===== config.mk =====
export PLATFORM = sky130hd
export DESIGN_NAME = mem_arbiter
export DESIGN_NICKNAME = d
export VERILOG_FILES = /design/src/rtl/mem_arbiter.sv
export SDC_FILE = /design/constraint.sdc
export NUM_CORES = 1
export LEC_CHECK = 0
export ABC_AREA = 1
export ABC_CLOCK_PERIOD_IN_PS = 2300
export CAP_MARGIN = 20
export CORE_UTILIZATION = 45
export CTS_CLUSTER_DIAMETER = 80
export DETAILED_ROUTE_END_ITERATION = 8
export PLACE_DENSITY = 0.84
export SLEW_MARGIN = 40
export SYNTH_ARGS = -nofsm -noshare
export SYNTH_HDL_FRONTEND = slang
export SYNTH_SLANG_ARGS = --single-unit
export TNS_END_PERCENT = 10

===== constraint.sdc =====
create_clock -name clk -period 2.3 [get_ports clk]
set_input_delay 0.46 -clock clk [delete_from_list [all_inputs] [get_ports clk]]
set_output_delay 0.46 -clock clk [all_outputs]
set_load 0.02 [all_outputs]

===== src/rtl/mem_arbiter.sv =====
// Two-requester round-robin arbiter in front of a single-port memory; one access per grant.
// Optional MEM_ARB_LOCK_EN adds m0_lock so the CPU can hold the memory across a read-modify-write.
module mem_arbiter #(
    parameter int AW = 8,
    parameter int DW = 8
) (
    input  logic          clk,
    input  logic          rst,
    input  logic          m0_req,
    input  logic          m0_we,
    input  logic [AW-1:0] m0_addr,
    input  logic [DW-1:0] m0_wdata,
`ifdef MEM_ARB_LOCK_EN
    input  logic          m0_lock,
`endif
    output logic          m0_ack,
    output logic [DW-1:0] m0_rdata,
    input  logic          m1_req,
    input  logic          m1_we,
    input  logic [AW-1:0] m1_addr,
    input  logic [DW-1:0] m1_wdata,
    output logic          m1_ack,
    output logic [DW-1:0] m1_rdata,
    output logic          mem_we,
    output logic [AW-1:0] mem_addr,
    output logic [DW-1:0] mem_in,
    input  logic [DW-1:0] mem_out
);

    localparam logic [1:0] S_IDLE = 2'd0;
    localparam logic [1:0] S_ACC  = 2'd1;
    localparam logic [1:0] S_ACK  = 2'd2;

    logic [1:0]    r_state;
    logic          r_last_grant;
    logic          r_owner;
    logic          r_mem_we;
    logic [AW-1:0] r_mem_addr;
    logic [DW-1:0] r_mem_in;
    logic          r_ack0;
    logic          r_ack1;
    logic [DW-1:0] r_rdata0;
    logic [DW-1:0] r_rdata1;
`ifdef MEM_ARB_LOCK_EN
    logic          r_lock;
`endif

    logic          w_req_any;
    logic          w_owner;
    logic          w_sel_we;
    logic [AW-1:0] w_sel_addr;
    logic [DW-1:0] w_sel_wdata;

    assign w_req_any = m0_req | m1_req;

    always_comb begin
        w_owner = 1'b0;
        if (m0_req && m1_req) begin
            w_owner = ~r_last_grant;
        end else if (m1_req) begin
            w_owner = 1'b1;
        end
`ifdef MEM_ARB_LOCK_EN
        // A held lock overrides round-robin for the CPU's next request.
        if (r_lock && m0_req) begin
            w_owner = 1'b0;
        end
`endif
    end

    assign w_sel_we    = w_owner ? m1_we    : m0_we;
    assign w_sel_addr  = w_owner ? m1_addr  : m0_addr;
    assign w_sel_wdata = w_owner ? m1_wdata : m0_wdata;

    always_ff @(posedge clk or posedge rst) begin
        if (rst) begin
            r_state      <= S_IDLE;
            r_last_grant <= 1'b1;
            r_owner      <= 1'b0;
            r_mem_we     <= 1'b0;
            r_mem_addr   <= '0;
            r_mem_in     <= '0;
            r_ack0       <= 1'b0;
            r_ack1       <= 1'b0;
            r_rdata0     <= '0;
            r_rdata1     <= '0;
`ifdef MEM_ARB_LOCK_EN
            r_lock       <= 1'b0;
`endif
        end else begin
            case (r_state)
                S_IDLE: begin
                    if (w_req_any) begin
                        r_owner    <= w_owner;
                        r_mem_we   <= w_sel_we;
                        r_mem_addr <= w_sel_addr;
                        r_mem_in   <= w_sel_wdata;
                        r_state    <= S_ACC;
`ifdef MEM_ARB_LOCK_EN
                        r_lock     <= 1'b0;
`endif
                    end else begin
                        r_mem_we <= 1'b0;
                    end
                end
                S_ACC: begin
                    // Write commits in memory at this edge; a read captures mem_out.
                    if (!r_mem_we) begin
                        if (r_owner) begin
                            r_rdata1 <= mem_out;
                        end else begin
                            r_rdata0 <= mem_out;
                        end
                    end
                    if (r_owner) begin
                        r_ack1 <= 1'b1;
                    end else begin
                        r_ack0 <= 1'b1;
                    end
                    r_mem_we     <= 1'b0;
                    r_last_grant <= r_owner;
                    r_state      <= S_ACK;
                end
                S_ACK: begin
                    r_ack0  <= 1'b0;
                    r_ack1  <= 1'b0;
`ifdef MEM_ARB_LOCK_EN
                    r_lock  <= ~r_owner & m0_lock;
`endif
                    r_state <= S_IDLE;
                end
                default: begin
                    r_mem_we <= 1'b0;
                    r_ack0   <= 1'b0;
                    r_ack1   <= 1'b0;
                    r_state  <= S_IDLE;
                end
            endcase
        end
    end

    assign m0_ack   = r_ack0;
    assign m1_ack   = r_ack1;
    assign m0_rdata = r_rdata0;
    assign m1_rdata = r_rdata1;
    assign mem_we   = r_mem_we;
    assign mem_addr = r_mem_addr;
    assign mem_in   = r_mem_in;

endmodule


Word-level counts from Yosys, hierarchy flattened --
Index checks and enable logic that the tools add are counted. Widths: inputs -> output; s select.
Storage, ports and cells: register bits after elaboration 39, bits of input ports 46, logic and storage cells 40
Cells by class: reductions and logical operators 7, eq/ne operators 5, bitwise logic cells 5, multiplexer cells 13
Operator list (number):
- $mux 8 | 2
- $mux 1 | 6
- $ne 2x2->1 const B | 3
- $pmux 1 s2 | 3
- $reduce_and 2->1 | 3
- $reduce_and 3->1 | 2
- $not 1->1 | 4
- $pmux 2 s2 | 1
- $eq 2x1->1 const B | 1
- $eq 2x2->1 const B | 1
- $logic_not 2->1 | 1
- $mux 2 | 1
- $logic_and 1x1->1 | 1
- $or 1x1->1 | 1

Depth between registers and ports, before layout --
Gate-level depths: netlist (run 1).
depth in word-level cells 5, mapped depth 6, gate-level depth less buffers 6

Least setup slack after synthesis (run 1) --
No wires, ideal clock.
path type register to register, start point register r_mem_we, in the netlist mem_we, end point register r_rdata0[0], in the netlist m0_rdata[0], path slack 1.078 ns, cell stages (with the launch flop) 5, period minus slack after synthesis 1.222 ns, data arrival time 1.105 ns, required time 2.183 ns, cell sequence dfrtp_1 > clkinv_1 > clkbuf_1 > nand3_1 > nand2_1
Between the ends: cells in the longest elaborated chain, start to end 2
Ends and longest elaborated chain:
- start, declared | line 37 | logic r_mem_we;
- start signal, assigned | line 95 | r_mem_we <= w_sel_we;
- $not 1->1 (no source line)
- $reduce_and 3->1 (no source line)
- end signal, assigned | line 112 | r_rdata0 <= mem_out;
- end, declared | line 42 | logic [DW-1:0] r_rdata0;
No other way between the ends. A chain may end at the register's enable or synchronous reset.

Worst setup path after layout (run 1) --
start point register r_mem_we, in the netlist mem_we, end point output port mem_we
RTL lines:
- end, declared | line 24 | output logic mem_we,
No word-level cell between the ends.

==> out/summary.log, run 1 <==
[timing] period utilisation layout 0.770
[logic_synthesis] total number of yosys warnings 0
[place] gpl congestion 0.832
[timing] max-slew violations 0
[critical_path] Critical-path top delay cell sky130_fd_sc_hd__clkdlybuf4s50_1
[timing] Final Setup Violations 0
[timing] maximum clock rate 565 MHz
[route] total vias in the final route 1,765
[critical_path] Slowest Stage Delay on Critical Path 640 ps
[final_layout] total inserted antenna cells 0
[critical_path] Critical Setup Path Class flop to primary output
[grt] antenna violations before repair 0
[logic_synthesis] count of different cell masters after synthesis 20
[final_layout] number of filler instances in the final layout 322
[final_layout] Area Growth Syn to Fin 47.1%
[route] final routed DRC violation total 0
[final_layout] multi-input gate area in the final layout 721 um2
[timing] minimum clock period 1770 ps
[clock_network] CTS-repair resized insts 0
[final_layout] combined flip-flop and latch cell area 977 um2
[die] Ports 81
[clock_network] Clk pin slew, worst setup/hold paths 70 ps
[final_layout] leading cell type in the layout, fill and taps excluded sky130_fd_sc_hd__nand2_1
[die] die width 67.3 um
[grt] first-pass GRT wire length 6.97 mm
[final_layout] final core occ 0.695
[logic_synthesis] number of nets in the synthesized netlist 286
[route] Detailed Route Iter0 Violations 92
[final_layout] share of cells above drive strength 1 0.0681
[grt] via count of the first global-routing pass 1,588
[route] amount of wire on met3 after detailed routing 270 um
[die] Die ar. 4520 um2
[grt] gr ovfl total 0
[clock_network] Root Buffer Master sky130_fd_sc_hd__clkbuf_8
[timing] RSZ-0062 raised after global routing false
[final_layout] commonest cells after routing, fill and taps aside sky130_fd_sc_hd__nand2_1 (90), sky130_fd_sc_hd__clkdlybuf4s50_1 (80), sky130_fd_sc_hd__nand3_1 (51)
[die] Initial Util 0.472
[clock_network] Inserted Clock Buffers 5
[critical_path] worst path bufs/invs 1
[run_status] run status finished clean
[power] Leak Pwr 1.48 nW
[clock_network] postcts setup bufs 0
[timing] endpoints failing hold 0
[timing] Final Skew 7.95 ps
[clock_network] H-tree levels 2
[route] top layer in use met4
[route] sum of met2 wire segment lengths after detailed routing 2.11 mm
[critical_path] Arr. time, crit path 1310 ps
[route] Avg WL per Cell 12.0 um
[critical_path] Worst Setup Start Kind flop
[route] number of iterations in the first detailed-routing pass 4
[critical_path] Data required, critical path 1840 ps
[grt] total track usage 0.212
[final_layout] total number of nets in the final design 368
[die] site row count 23
[timing] Sum Neg Setup Slack 0 ps
[timing] slew at the pin with the worst max-slew slack 500 ps
[grt] maximum number of pins on one net before global-route repair 40
[power] Max rail drop VDD 0.659 mV
[route] mean number of vias per cell 4.73
[logic_synthesis] mean instance size in the synthesized netlist 7.99 um2
[critical_path] Max FO, Critical Path 3
[logic_synthesis] register area share after synthesis 0.510
[timing] Max-slew headroom 0.664
[clock_network] total clock sinks 39
[logic_synthesis] cell count after synthesis 240
[power] Pwr Density 1280 nW/um2
[die] vertical extent of the die 67.3 um
[place] final HPWL from detailed placement 3.34 mm
[logic_synthesis] count of state elements after synthesis 39
[timing] setup ws final 530 ps
[place] post-place setup slack 413 ps
[clock_network] Hold Buf Count CTS 0
[clock_network] clk_lat worst skew 290 ps
[critical_path] Critical Path, Cell by Cell clkdlybuf4s50_1
[die] area inside the core boundary 4060 um2
[route] total wirelength of the detailed-routed design 4.48 mm
[place] quantity of I/O buffers inserted on ports 80
[clock_network] clock tree from TritonCTS built
[critical_path] family with the most delay on the worst path buffers and inverters
[hold_path] hold crit path type flop to flop
[logic_synthesis] post-synthesis instance area 1920 um2
[critical_path] crit end category primary output
[clock_network] maximum buffer depth of the clock tree 2
[route] DRT antenna net count 0
[route] met1 WL 2.01 mm
[flow_run] Maximum Capacitance Violations 0
-- synthesized netlist by cell type --
library cell | instances | area (um2)
sky130_fd_sc_hd__dfstp_2 | 1 | 26.3
sky130_fd_sc_hd__buf_6 | 3 | 33.8
sky130_fd_sc_hd__nand2_1 | 90 | 338
sky130_fd_sc_hd__dfrtp_1 | 38 | 951
sky130_fd_sc_hd__nor2_4 | 1 | 11.3
sky130_fd_sc_hd__inv_1 | 38 | 143
sky130_fd_sc_hd__inv_2 | 2 | 7.51
sky130_fd_sc_hd__o21ai_0 | 2 | 10.0
sky130_fd_sc_hd__clkbuf_1 | 1 | 3.75
sky130_fd_sc_hd__nand2_4 | 3 | 33.8
sky130_fd_sc_hd__nand3_1 | 51 | 255
sky130_fd_sc_hd__clkinv_1 | 1 | 3.75
sky130_fd_sc_hd__nor2_2 | 1 | 6.26
sky130_fd_sc_hd__buf_4 | 1 | 7.51
sky130_fd_sc_hd__nor2_1 | 1 | 3.75
sky130_fd_sc_hd__nor2_8 | 2 | 40.0
sky130_fd_sc_hd__o21ai_4 | 1 | 16.3
sky130_fd_sc_hd__nand2_2 | 1 | 6.26
sky130_fd_sc_hd__buf_2 | 1 | 5.00
sky130_fd_sc_hd__buf_8 | 1 | 15.0
-- through the flow --
stage	std cells	cell area (um2)	hold WS (ps)	power (mW)
2_1_floorplan	240	1920	455	2.35
3_3_place_gp	365	2730	454	3.13
3_5_place_dp	365	2730	457	3.18
4_1_cts	373	2820	476	3.64
5_1_grt	373	2820	493	3.88
6_report	373	2820	473	3.61
-- power breakdown --
part	switching, mW	internal (mW)
sequential	0.227	1.03
combinational	1.07	0.830
clock	0.240	0.211
-- state kept, by name, summed over array words and instances (netlist names) --
register	cells
m0_ack	1
r_state	2
r_owner	1
mem_we	1
m0_rdata	8
mem_addr	8
r_last_grant	1
m1_ack	1
m1_rdata	8
mem_in	8
-- final timing paths --
kind | from | to | slack [ps] | cells after the start
min in group asynchronous | rst | m0_rdata[4]$_DFFE_PP0P_ | 570 | 3
hold / removal | m0_rdata[6]$_DFFE_PP0P_ | m0_rdata[6]$_DFFE_PP0P_ | 470 | 2
max in group asynchronous | rst | r_last_grant$_DFFE_PP1P_ | 1370 | 3
setup / recovery | mem_we$_DFFE_PP0P_ | mem_we | 530 | 1
hold reg to reg | m0_rdata[6]$_DFFE_PP0P_ | m0_rdata[6]$_DFFE_PP0P_ | 470 | 2
setup reg to reg | mem_we$_DFFE_PP0P_ | m0_rdata[1]$_DFFE_PP0P_ | 850 | 4
-- area by class of cell --
cell class,count,area share
sequential,39,0.347
timing repair buffer,82,0.289
multi-input combinational,153,0.256
inverter,41,0.0546
clock buffer,5,0.0244
tap,50,0.0222
clock inverter,3,0.00710
-- kinds of logic after synthesis --
kind of cell	share of synthesized area
simple gates	0.362
flops	0.510
compound gates	0.0137
buf+inv	0.114
-- layer usage --
layer  vias to the layer above  global-route usage
met3                        10              0.0507
li1                        894                   -
met1                       791               0.268
met2                        70               0.335
met5                         -                   0
met4                         0               0.109
(Power assumes the default switching activity.)
==> run 2, diff against run 1 <==
ABC_CLOCK_PERIOD_IN_PS = 1850   (was 2300)
CORE_UTILIZATION = 42   (was 45)
PLACE_DENSITY = 0.79   (was 0.84)
clock period = 1.85 ns   (was 2.3 ns; I/O delays follow)
==> run 2 against run 1 <==
Net effect:
- clock skew is 3.0 ps lower
- largest cell class unchanged
- wire length grew 1.9%
- non-clock buffer count is 3 higher
- utilization shrank 4.1 points
- worst setup slack worse by 350 ps
- sequential cell count did not move
- largest power group unchanged
==> out/summary.log, run 2 (synthesized netlist as in run 1, its figures left out) <==
[place] quantity of I/O buffers inserted on ports 80 [unchanged]
[timing] endpoints failing hold 0 [unchanged]
[die] Ports 81 [unchanged]
[timing] Final Skew 4.94 ps [-3.01 ps]
[final_layout] leading cell type in the layout, fill and taps excluded sky130_fd_sc_hd__nand2_1
[final_layout] multi-input gate area in the final layout 721 um2 [unchanged]
[route] met1 WL 1.93 mm [-4.0%]
[grt] via count of the first global-routing pass 1,758 [+11%]
[clock_network] Inserted Clock Buffers 5 [unchanged]
[die] die width 69.6 um [+3.4%]
[route] total wirelength of the detailed-routed design 4.56 mm [+1.9%]
[die] Initial Util 0.437 [-0.0352]
[power] Max rail drop VDD 0.752 mV [+14%]
[final_layout] total inserted antenna cells 0 [unchanged]
[clock_network] Hold Buf Count CTS 0 [unchanged]
[grt] maximum number of pins on one net before global-route repair 40 [unchanged]
[critical_path] crit end category primary output
[critical_path] Max FO, Critical Path 3 [unchanged]
[grt] first-pass GRT wire length 7.65 mm [+9.7%]
[run_status] run status finished clean
[timing] Final Setup Violations 0 [unchanged]
[route] top layer in use met4
[power] Leak Pwr 1.50 nW [+2.0%]
[final_layout] total number of nets in the final design 371 [+0.82%]
[critical_path] Critical-path top delay cell sky130_fd_sc_hd__clkdlybuf4s50_1
[critical_path] family with the most delay on the worst path buffers and inverters
[timing] period utilisation layout 0.900
[critical_path] Slowest Stage Delay on Critical Path 630 ps [about the same]
[final_layout] Area Growth Syn to Fin 49.6%
[place] gpl congestion 0.806 [-3.0%]
[route] sum of met2 wire segment lengths after detailed routing 2.22 mm [+5.4%]
[route] final routed DRC violation total 0 [unchanged]
[clock_network] Clk pin slew, worst setup/hold paths 70 ps [about the same]
[clock_network] H-tree levels 2 [unchanged]
[timing] RSZ-0062 raised after global routing false
[critical_path] Data required, critical path 1480 ps [-360 ps]
[route] number of iterations in the first detailed-routing pass 4 [unchanged]
[timing] maximum clock rate 600 MHz
[place] final HPWL from detailed placement 3.37 mm [+0.97%]
[critical_path] worst path bufs/invs 1 [unchanged]
[route] mean number of vias per cell 4.82 [+1.9%]
[die] vertical extent of the die 69.6 um [+3.4%]
[clock_network] CTS-repair resized insts 0 [unchanged]
[timing] slew at the pin with the worst max-slew slack 477 ps [-23.7 ps]
[final_layout] combined flip-flop and latch cell area 977 um2 [unchanged]
[final_layout] number of filler instances in the final layout 366 [+14%]
[die] area inside the core boundary 4380 um2 [+8.0%]
[route] DRT antenna net count 0 [unchanged]
[timing] minimum clock period 1670 ps
[grt] antenna violations before repair 0 [unchanged]
[clock_network] total clock sinks 39 [unchanged]
[hold_path] hold crit path type primary input to asynchronous set/reset pin
[clock_network] Root Buffer Master sky130_fd_sc_hd__clkbuf_8
[grt] gr ovfl total 0 [unchanged]
[route] total vias in the final route 1,823 [+3.3%]
[timing] max-slew violations 0 [unchanged]
[critical_path] Critical Path, Cell by Cell clkdlybuf4s50_1
[final_layout] share of cells above drive strength 1 0.0736 [+0.00551]
[route] Detailed Route Iter0 Violations 154 [+67%]
[grt] total track usage 0.202 [-0.00956]
[route] amount of wire on met3 after detailed routing 324 um [+20%]
[clock_network] maximum buffer depth of the clock tree 2 [unchanged]
[route] Avg WL per Cell 12.1 um [+0.57%]
[timing] Sum Neg Setup Slack 0 ps [unchanged]
[critical_path] Critical Setup Path Class flop to primary output
[clock_network] postcts setup bufs 0 [unchanged]
[critical_path] Arr. time, crit path 1300 ps [about the same]
[clock_network] clock tree from TritonCTS built
[flow_run] Maximum Capacitance Violations 0 [unchanged]
[die] site row count 24 [+4.3%]
[timing] Max-slew headroom 0.681 [+0.0166]
[final_layout] final core occ 0.654 [-0.0406]
[final_layout] commonest cells after routing, fill and taps aside sky130_fd_sc_hd__nand2_1 (90), sky130_fd_sc_hd__clkdlybuf4s50_1 (80), sky130_fd_sc_hd__nand3_1 (51)
[clock_network] clk_lat worst skew 290 ps [about the same]
[power] Pwr Density 1600 nW/um2 [+25%]
[die] Die ar. 4840 um2 [+6.9%]
[critical_path] Worst Setup Start Kind flop
[run 2: path summary, 6_finish.rpt]
| path | depth (start not counted) | startpoint | slack, ps | endpoint |
|---|---|---|---|---|
| max | 1 | mem_we$_DFFE_PP0P_ | 180 | mem_we |
| min | 3 | rst | 430 | m0_rdata[7]$_DFFE_PP0P_ |
| max reg2reg | 5 | r_last_grant$_DFFE_PP1P_ | 600 | mem_in[2]$_DFFE_PP0P_ |
| min reg2reg | 2 | m1_rdata[7]$_DFFE_PP0P_ | 470 | m1_rdata[7]$_DFFE_PP0P_ |
| max in group asynchronous | 3 | rst | 1170 | r_last_grant$_DFFE_PP1P_ |
| min in group clk | 2 | m1_rdata[7]$_DFFE_PP0P_ | 470 | m1_rdata[7]$_DFFE_PP0P_ |
[run 2: layout make-up]
| cell class | instances | area share |
|---|---|---|
| sequential | 39 | 0.341 |
| timing repair buffer | 85 | 0.297 |
| multi-input combinational | 153 | 0.251 |
| inverter | 41 | 0.0537 |
| clock buffer | 8 | 0.0349 |
| tap | 52 | 0.0227 |
[run 2: power breakdown]
| part | switching [mW] | internal (mW) |
|---|---|---|
| Sequential | 0.277 | 1.29 |
| Clock | 0.288 | 0.340 |
| Combinational | 1.33 | 1.06 |
| Total | 1.90 | 2.68 |
[run 2: routing by layer]
metal,vias to the layer above,GRT usage
li1,903,-
met1,840,0.240
met2,72,0.335
met3,8,0.0712
met4,0,0.0771
met5,-,0
[run 2: tightest hold or removal path, stage by stage]
cell	delay [ps]
sky130_fd_sc_hd__clkdlybuf4s50_1	400
sky130_fd_sc_hd__inv_1	90
sky130_fd_sc_hd__buf_12	230
[run 2: stage by stage]
step	setup slack, ps	cell area, um2	cells	total power [mW]	hold WS [ps]
global route	136	2870	378	4.89	474
finish	184	2870	378	4.58	427
detailed placement	124	2770	370	3.98	457
CTS	167	2870	378	4.62	438
global placement	172	2770	370	3.92	453
floorplan	592	1920	240	2.92	455
